`config.mk`:
```
export PLATFORM = sky130hd
export DESIGN_NAME = axis_wrr_pkt_arbiter
export DESIGN_NICKNAME = d
export VERILOG_FILES = /design/src/rtl/axis_arb_pkg.sv /design/src/rtl/axis_elastic_buf2.sv /design/src/rtl/axis_wrr_pkt_arbiter.sv
export SDC_FILE = /design/constraint.sdc
export NUM_CORES = 1
export LEC_CHECK = 0
export CORE_MARGIN = 4
export CORE_UTILIZATION = 56
export CTS_BUF_LIST = sky130_fd_sc_hd__clkbuf_4 sky130_fd_sc_hd__clkbuf_8
export DETAILED_ROUTE_END_ITERATION = 12
export PLACE_DENSITY = 0.88
export SLEW_MARGIN = 20
export SYNTH_ARGS = -nofsm -noshare
export SYNTH_HDL_FRONTEND = slang
export SYNTH_HIERARCHICAL = 1
export SYNTH_SLANG_ARGS = --single-unit
export TNS_END_PERCENT = 5
```
`constraint.sdc`:
```
create_clock -name axis_aclk -period 4.51 [get_ports axis_aclk]
set_clock_uncertainty 0.2 [all_clocks]
set_input_delay 1.353 -clock axis_aclk [delete_from_list [all_inputs] [get_ports axis_aclk]]
set_output_delay 1.353 -clock axis_aclk [all_outputs]
set_load 0.05 [all_outputs]
```
`src/rtl/axis_arb_pkg.sv`:
```
// Shared types and constants for the packet-aware AXI-Stream arbiter.
package axis_arb_pkg;
  localparam int CRED_W = 8;
  localparam logic SRC_A = 1'b0;
  localparam logic SRC_B = 1'b1;
  typedef enum logic [1:0] {
    IDLE   = 2'd0,
    LOCK_A = 2'd1,
    LOCK_B = 2'd2
  } arb_state_t;
endpackage

```
`src/rtl/axis_elastic_buf2.sv`:
```
// Two-entry elastic AXI-Stream buffer; input ready comes only from registered occupancy.
module axis_elastic_buf2 #(
  parameter int W = 34
) (
  input  logic         clk,
  input  logic         rst_n,
  input  logic [W-1:0] in_data,
  input  logic         in_valid,
  output logic         in_ready,
  output logic [W-1:0] out_data,
  output logic         out_valid,
  input  logic         out_ready
);
  logic [W-1:0] mem_r [2];
  logic         wr_ptr_r;
  logic         rd_ptr_r;
  logic [1:0]   count_r;
  logic         ready_r;
  logic         wr_s;
  logic         rd_s;
  logic [1:0]   count_next_s;

  assign wr_s         = in_valid & ready_r;
  assign rd_s         = (count_r != 2'd0) & out_ready;
  assign count_next_s = count_r + {1'b0, wr_s} - {1'b0, rd_s};
  assign in_ready     = ready_r;
  assign out_valid    = (count_r != 2'd0);
  assign out_data     = mem_r[rd_ptr_r];

  // Storage, pointers and occupancy; ready stays low during reset.
  always_ff @(posedge clk or negedge rst_n) begin
    if (!rst_n) begin
      mem_r[0] <= '0;
      mem_r[1] <= '0;
      wr_ptr_r <= 1'b0;
      rd_ptr_r <= 1'b0;
      count_r  <= 2'd0;
      ready_r  <= 1'b0;
    end else begin
      if (wr_s) begin
        mem_r[wr_ptr_r] <= in_data;
        wr_ptr_r        <= ~wr_ptr_r;
      end
      if (rd_s) begin
        rd_ptr_r <= ~rd_ptr_r;
      end
      count_r <= count_next_s;
      ready_r <= (count_next_s != 2'd2);
    end
  end
endmodule

```
`src/rtl/axis_wrr_pkt_arbiter.sv`:
```
// Two-source weighted round-robin AXI-Stream arbiter with packet locking and a registered output stage.
module axis_wrr_pkt_arbiter
  import axis_arb_pkg::*;
#(
  parameter int DATA_W   = 32,
  parameter int WEIGHT_A = 1,
  parameter int WEIGHT_B = 1
) (
  input  logic              axis_aclk,
  input  logic              axis_aresetn,
  input  logic [DATA_W-1:0] s0a_axis_tdata,
  input  logic              s0a_axis_tvalid,
  output logic              s0a_axis_tready,
  input  logic              s0a_axis_tlast,
  input  logic [DATA_W-1:0] s0b_axis_tdata,
  input  logic              s0b_axis_tvalid,
  output logic              s0b_axis_tready,
  input  logic              s0b_axis_tlast,
  output logic [DATA_W-1:0] m0k_axis_tdata,
  output logic              m0k_axis_tvalid,
  input  logic              m0k_axis_tready,
  output logic              m0k_axis_tlast,
  output logic              m0k_axis_tuser,
  output logic              grant_busy
);
  localparam int PW = DATA_W + 2;
  localparam logic [CRED_W-1:0] WGT_A    = CRED_W'(WEIGHT_A);
  localparam logic [CRED_W-1:0] WGT_B    = CRED_W'(WEIGHT_B);
  localparam logic [CRED_W-1:0] CRED_ONE = CRED_W'(1);

  arb_state_t        state_r, state_next_s;
  logic              ptr_r, ptr_next_s;
  logic [CRED_W-1:0] credit_r, credit_next_s;
  logic              grant_a_s, grant_b_s, buf_ready_s;
  logic              acc_a_s, acc_b_s, push_s, push_src_s, push_last_s;
  logic [DATA_W-1:0] push_data_s;
  logic [PW-1:0]     out_payload_s;

  function automatic logic [CRED_W-1:0] weight_of(input logic src);
    return (src == SRC_B) ? WGT_B : WGT_A;
  endfunction

  // Grant selection: locked source wins, otherwise the single requester or the pointer owner.
  always_comb begin
    grant_a_s = 1'b0;
    grant_b_s = 1'b0;
    case (state_r)
      IDLE: begin
        if (s0a_axis_tvalid && s0b_axis_tvalid) begin
          grant_a_s = (ptr_r == SRC_A);
          grant_b_s = (ptr_r == SRC_B);
        end else begin
          grant_a_s = s0a_axis_tvalid;
          grant_b_s = s0b_axis_tvalid;
        end
      end
      LOCK_A:  grant_a_s = 1'b1;
      LOCK_B:  grant_b_s = 1'b1;
      default: grant_a_s = 1'b0;
    endcase
  end

  assign s0a_axis_tready = grant_a_s & buf_ready_s;
  assign s0b_axis_tready = grant_b_s & buf_ready_s;
  assign acc_a_s     = s0a_axis_tvalid & s0a_axis_tready;
  assign acc_b_s     = s0b_axis_tvalid & s0b_axis_tready;
  assign push_s      = acc_a_s | acc_b_s;
  assign push_src_s  = acc_b_s ? SRC_B : SRC_A;
  assign push_last_s = acc_b_s ? s0b_axis_tlast : s0a_axis_tlast;
  assign push_data_s = acc_b_s ? s0b_axis_tdata : s0a_axis_tdata;
  assign grant_busy  = (state_r != IDLE);

  // Next state and credit bookkeeping on accepted beats.
  always_comb begin
    state_next_s  = state_r;
    ptr_next_s    = ptr_r;
    credit_next_s = credit_r;
    if (push_s) begin
      if (push_last_s) begin
        state_next_s = IDLE;
        if (push_src_s == ptr_r) begin
          if (credit_r <= CRED_ONE) begin
            ptr_next_s    = ~ptr_r;
            credit_next_s = weight_of(~ptr_r);
          end else begin
            credit_next_s = credit_r - CRED_ONE;
          end
        end else begin
          // Serving the non-owner spends one of its own turns before the pointer settles.
          if (weight_of(push_src_s) <= CRED_ONE) begin
            ptr_next_s    = ~push_src_s;
            credit_next_s = weight_of(~push_src_s);
          end else begin
            ptr_next_s    = push_src_s;
            credit_next_s = weight_of(push_src_s) - CRED_ONE;
          end
        end
      end else begin
        state_next_s = (push_src_s == SRC_B) ? LOCK_B : LOCK_A;
      end
    end else begin
      state_next_s = state_r;
    end
  end

  // Arbiter state register.
  always_ff @(posedge axis_aclk or negedge axis_aresetn) begin
    if (!axis_aresetn) begin
      state_r  <= IDLE;
      ptr_r    <= SRC_A;
      credit_r <= WGT_A;
    end else begin
      state_r  <= state_next_s;
      ptr_r    <= ptr_next_s;
      credit_r <= credit_next_s;
    end
  end

  axis_elastic_buf2 #(.W(PW)) u_buf (
    .clk       (axis_aclk),
    .rst_n     (axis_aresetn),
    .in_data   ({push_src_s, push_last_s, push_data_s}),
    .in_valid  (push_s),
    .in_ready  (buf_ready_s),
    .out_data  (out_payload_s),
    .out_valid (m0k_axis_tvalid),
    .out_ready (m0k_axis_tready)
  );

  assign m0k_axis_tuser = out_payload_s[PW-1];
  assign m0k_axis_tlast = out_payload_s[PW-2];
  assign m0k_axis_tdata = out_payload_s[DATA_W-1:0];
endmodule

```
# Word-level counts from Yosys, hierarchy flattened
# Cells that the tools add are included.
# op_classes
n_addsub	3
order_cmp	4
eq_ne	5
mux	19
bitwise	13
reduce_logical	7
# op_table
op	n
34-bit two-way mux	4
68-bit bitwise mux	1
34-bit demux with 1-bit select	1
32-bit two-way mux	1
8-bit two-way mux	2
8-bit by 1-bit <= comparator with 1-bit output (second input constant)	1
8-bit by 1-bit subtractor with 8-bit output (second input constant)	1
1-bit AND	6
1-bit two-way mux	6
2-bit >= comparator (second input constant)	2
2-bit two-way mux	2
1-bit NOT	4
1-bit NOT with 2-bit output	2
1-bit one-hot mux with 2 select lines	2
2-bit nonzero test	2
3-bit AND reduction	1
2-bit by 1-bit adder with 2-bit output	1
2-bit by 1-bit == test with 1-bit output (second input constant)	1
2-bit == test (second input constant)	1
1-bit logical AND	2
2-bit zero test	1
2-bit by 1-bit less-than comparator with 1-bit output (second input constant)	1
2-bit by 1-bit inequality test with 1-bit output (second input constant)	1
2-bit inequality test (second input constant)	1
4 further kinds	4
# totals
reg_bits	84
output_inout_bits	38
word_cells	60

# Logic depth before layout (Yosys ltp)
# logic_depth
depth_word	10
depth_mapped	9
ltp_nobuf	8

# Hierarchy
# The synthesis kept the hierarchy.
# by_module_without_submodules
mod	n_inst	cells_each	area_each_um2	seq_area_each_um2
axis_elastic_buf2	1	200	3321.9	1826.8
axis_wrr_pkt_arbiter	1	111	1298.7	276.5

# Least setup slack after synthesis
# No wires, ideal clock.
# synth_timing
path_kind	input-to-output
start	input s0b_axis_tvalid
end	output s0a_axis_tready
arrival_time_ns	2.219
slack_ns	0.738
stages	3
path_buffers	0
cell_sequence	nand2_1 > a21oi_1 > nor2b_1
# synth_via
elab_chain_cells	4
# synth_rtl
element	line	text
start: declaration	axis_wrr_pkt_arbiter.sv:16	input logic s0b_axis_tvalid,
1-bit logical AND	axis_wrr_pkt_arbiter.sv:49	if (s0a_axis_tvalid && s0b_axis_tvalid) begin
1-bit two-way mux	axis_wrr_pkt_arbiter.sv:49	
1-bit one-hot mux with 2 select lines	axis_wrr_pkt_arbiter.sv:47	case (state_r)
1-bit AND	axis_wrr_pkt_arbiter.sv:63	assign s0a_axis_tready = grant_a_s & buf_ready_s;
end: declaration	axis_wrr_pkt_arbiter.sv:13	output logic s0a_axis_tready,
# No other way between the ends.

# Worst setup path after layout
# Ends and elaborated chain as after synthesis.

==> results by stage <==
Placed design:
- The final RePlAce weighted congestion is between 0.8 and 0.9.
- The half-perimeter wire length after placement is around 6.5 mm.
- The count of buffers added on input and output ports is 108.

Critical path:
- For the worst setup path, the data required time is 2960 ps.
- The data arrival at the endpoint of the critical path is about 2500 ps.
- STA classifies the critical path startpoint as a primary input.
- The worst setup path is captured at an output port.
- In this run the worst path has a maximum fanout of 5.
- The worst setup path is of the primary input to output port kind.
- The cell count of the worst reg-to-reg path is 5.

Drt:
- For this block, the initial DRC count from the detailed router was 86.
- The total iterations of the first detailed-routing run is 4.
- Once detail routing completed, the nets flagged for antenna violations numbered 0.
- For this block, the routed nets add up to 9.366 mm of wire.
- The wire length per cell after detailed routing is 17.77 um.
- The via count is approximately 2900.
- After detailed routing, the number of vias per cell comes to 5.408.
- The DRC violations left is 0.

Clock tree:
- Counting along the longest clock path gives a buffer depth of 2.
- The clock root buffer is sky130_fd_sc_hd__clkbuf_8.
- The clock-pin slew of the registers on the worst-case setup and hold paths is ~80 ps.
- Counting the buffers created by CTS gives 9.
- The clock reaches the later pin of the worst-skew pair after approximately 340 ps.
- The quantity of hold-fixing buffers added after cts is 0.
- The depth of the CTS H-tree is 3.
- The CTS tree is yes.
- The post-CTS setup buffer count is 0.
- The number of sinks on the clock net is 84.
- The number of gates resized after CTS was 0.

Synthesis:
- Of all flip-flops after synthesis, the portion carrying an async set or reset was 100.0%.
- The post-synthesis cell count is 311.
- The number of library cell types mapped by synthesis is between 40 and 50.
- During synthesis, Yosys emitted a total of 6 warnings.
- Each instance of the synthesized netlist takes up on average approximately 15 um^2.
- The number of enable-type register cells in the synthesized netlist is 0.
- The count of state elements after synthesis is 84.
- The number of nets produced by synthesis is 388.
- The top flip-flop cell by instance count after synthesis is sky130_fd_sc_hd__dfrtp_1.
- Sequential cells were found to cover a little under half of the synthesized design area.
- The area of the mapped netlist is 4621 um^2.

STA:
- Headroom to the max-slew limit came out at 51.16%.
- The count of pins over their slew limit is 0.
- The final number of hold-violating endpoints was 0.
- The minimum clock period is approximately 4000 ps.
- Setup repair after global routing left no endpoint under its margin.
- Setup violations remaining at the end of the flow were counted as 0.
- The share of the cycle needed by the critical path after routing is between 80% and 90%.
- For the pin with the worst max-slew slack, the measured transition is approximately 730 ps.
- The final sum of negative setup slack is 0 ps.
- For this run, the top clock speed supported by timing is 247.1 MHz.

Floorplanning:
- The die area is between 9000 and 10000 um^2.
- Pin placement for this block handled 109 I/O pins.
- Measured along the x axis, the die boundary spans around 100 um.
- The number of rows in the core area is 32.
- The chip height is just under 100 um.
- After floorplanning, the core was sized to cover between 7000 and 8000 um^2.
- For this configuration, the core starts out at a cell density of between 50% and 60%.

Finish:
- At the end of the flow, the number of nets in the layout was between 400 and 500.
- The most common library cell in the layout ignoring fill and taps is sky130_fd_sc_hd__clkdlybuf4s50_1.
- The count of inserted antenna diode cells is 0.
- The library cells used most frequently in the layout, excluding fill and tap cells, are 105 x sky130_fd_sc_hd__clkdlybuf4s50_1, 83 x sky130_fd_sc_hd__dfrtp_1, 71 x sky130_fd_sc_hd__mux2_2.
- The area growth from synthesis to layout is 29.03%.
- The post-route netlist has 40.24% of its cells at a drive strength greater than 1.

Global route:
- The global-route congestion overflow total is 0.
- The first-pass GRT wire length is between 15 and 20 mm.
- For this run, the total global-route usage over all layers was measured as between 15 and 20%.
- The via count of the first global-routing pass is between 3000 and 4000.
- The number of antenna violations at the first check in global routing is 0.
- The pin count of the biggest net entering global routing is 85.

Run:
- The reported max-cap violation count is 0.

Min path:
- Counting instances, the worst hold path has a depth of 1.
- The kind of path behind the tightest hold check is register to register.

Pwr:
- For this design the ratio of total power to cell area is around 800 nW/um^2.
- In this run the static leakage power is roughly 0.0026 uW.
- The total power after layout is 4863 uW.
- Across the VDD grid, the largest voltage drop is 552.7 uV.

Outcome:
- The flow ran to the end, and the final reports show no timing, DRC or antenna violations.
-- logic make-up (layout without fill, tap and decap cells) --
family	after synthesis	in the layout	synth area share (%)
xor gates and xnor gates	4	4	0.7583
AOI/OAI and AO/OA	31	31	5.660
adders and majority gates	6	6	1.625
and+or+nand+nor	27	27	4.549
muxes	137	137	38.05
DFF	84	84	45.52
buffers and inverters	22	136	3.845
-- worst paths after layout --
check / from / to / slack, ps
worst min-delay path: u_buf/mem_r[13] / u_buf/mem_r[13] / 310
min in group asynchronous: axis_aresetn / u_buf/mem_r[11] / 840
worst max-delay path: s0b_axis_tvalid / s0a_axis_tready / 460
worst min register to register: u_buf/mem_r[13] / u_buf/mem_r[13] / 310
worst max register to register: u_buf/in_ready / u_buf/mem_r[35] / 1960
max in group asynchronous: axis_aresetn / u_buf/rd_ptr_r / 2750
-- metal layers --
| metal | part of all wire [%] | routed length [um] | GRT usage, % | up-vias |
|---|---|---|---|---|
| li1 | - | - | - | 1350 |
| met1 | 46 | 4286 | 25.91 | 1420 |
| met2 | 48 | 4541 | 31.82 | 73 |
| met3 | 5.0 | 468 | 6.228 | 7 |
| met4 | 0.75 | 70 | 4.517 | 0 |
| met5 | 0 | 0 | 0 | - |
-- flip-flops by register name, summed over array words and instances (netlist names) --
register and count:
credit_r 8, ptr_r 1, state_r 2, u_buf/count_r 2, u_buf/in_ready 1, u_buf/mem_r 68
u_buf/rd_ptr_r 1, u_buf/wr_ptr_r 1
-- worst max-delay path, cell delays in order --
cell and delay [ps]:
sky130_fd_sc_hd__clkdlybuf4s50_1 500, sky130_fd_sc_hd__nand2_1 170, sky130_fd_sc_hd__a21oi_1 80, sky130_fd_sc_hd__nor2b_1 210, sky130_fd_sc_hd__buf_12 170
-- final cells by class --
type	count	area [um^2]
clock inverters	7	97.59
clock buffers	9	123.9
fillers	509	1926
well taps	102	127.6
repair buffers	114	1147
inverters	6	22.52
flip-flops and latches	84	2103
multi-input cells	205	2340
-- metrics by stage --
| step | hold slack (ps) | setup WS [ps] | cell area (um^2) | util, % | std cells |
|---|---|---|---|---|---|
| 6_report | 306.3 | 463.6 | 5962 | 75.59 | 527 |
| 5_1_grt | 320.5 | 384.2 | 5962 | 75.59 | 527 |
| 4_1_cts | 306.5 | 465.9 | 5958 | 75.54 | 527 |
| 3_5_place_dp | 286.9 | 474.7 | 5737 | 72.73 | 511 |
| 3_3_place_gp | 281.0 | 489.8 | 5737 | 72.73 | 511 |
| 2_1_floorplan | 273.6 | 738.3 | 4621 | - | 311 |
-- synth_stat cells (2+ instances only) --
cell type                    n  area [um^2]
sky130_fd_sc_hd__nor2b_2     2        17.52
sky130_fd_sc_hd__xnor2_1     3        26.28
sky130_fd_sc_hd__a31oi_1     2        12.51
sky130_fd_sc_hd__mux2_4     58        870.8
sky130_fd_sc_hd__dfrtp_1    83         2077
sky130_fd_sc_hd__o21ai_1     2        10.01
sky130_fd_sc_hd__o2bb2ai_1   3        26.28
sky130_fd_sc_hd__o21a_1      3        22.52
sky130_fd_sc_hd__inv_1       5        18.77
sky130_fd_sc_hd__o2111ai_2   2        30.03
sky130_fd_sc_hd__a21oi_1     2        10.01
sky130_fd_sc_hd__buf_2       4        20.02
sky130_fd_sc_hd__nor2b_1     3        18.77
sky130_fd_sc_hd__mux2i_1     2        20.02
sky130_fd_sc_hd__buf_6      12        135.1
sky130_fd_sc_hd__nand2_1     3        11.26
sky130_fd_sc_hd__mux2_2     71        799.5
sky130_fd_sc_hd__nor3_1      3        15.01
sky130_fd_sc_hd__a22o_1      7        61.31
sky130_fd_sc_hd__or2_1       2        12.51
sky130_fd_sc_hd__ha_1        6        75.07
sky130_fd_sc_hd__mux2_1      6        67.56
sky130_fd_sc_hd__nor2_1      4        15.01
-- where the power goes --
group / internal (uW) / leakage [uW] / switching, uW
registers: 1110 / 0.00101 / 201
logic: 1380 / 0.00152 / 1580
clock network: 315 / 0.000106 / 279
Note: power is estimated with default switching activity, not from simulation.
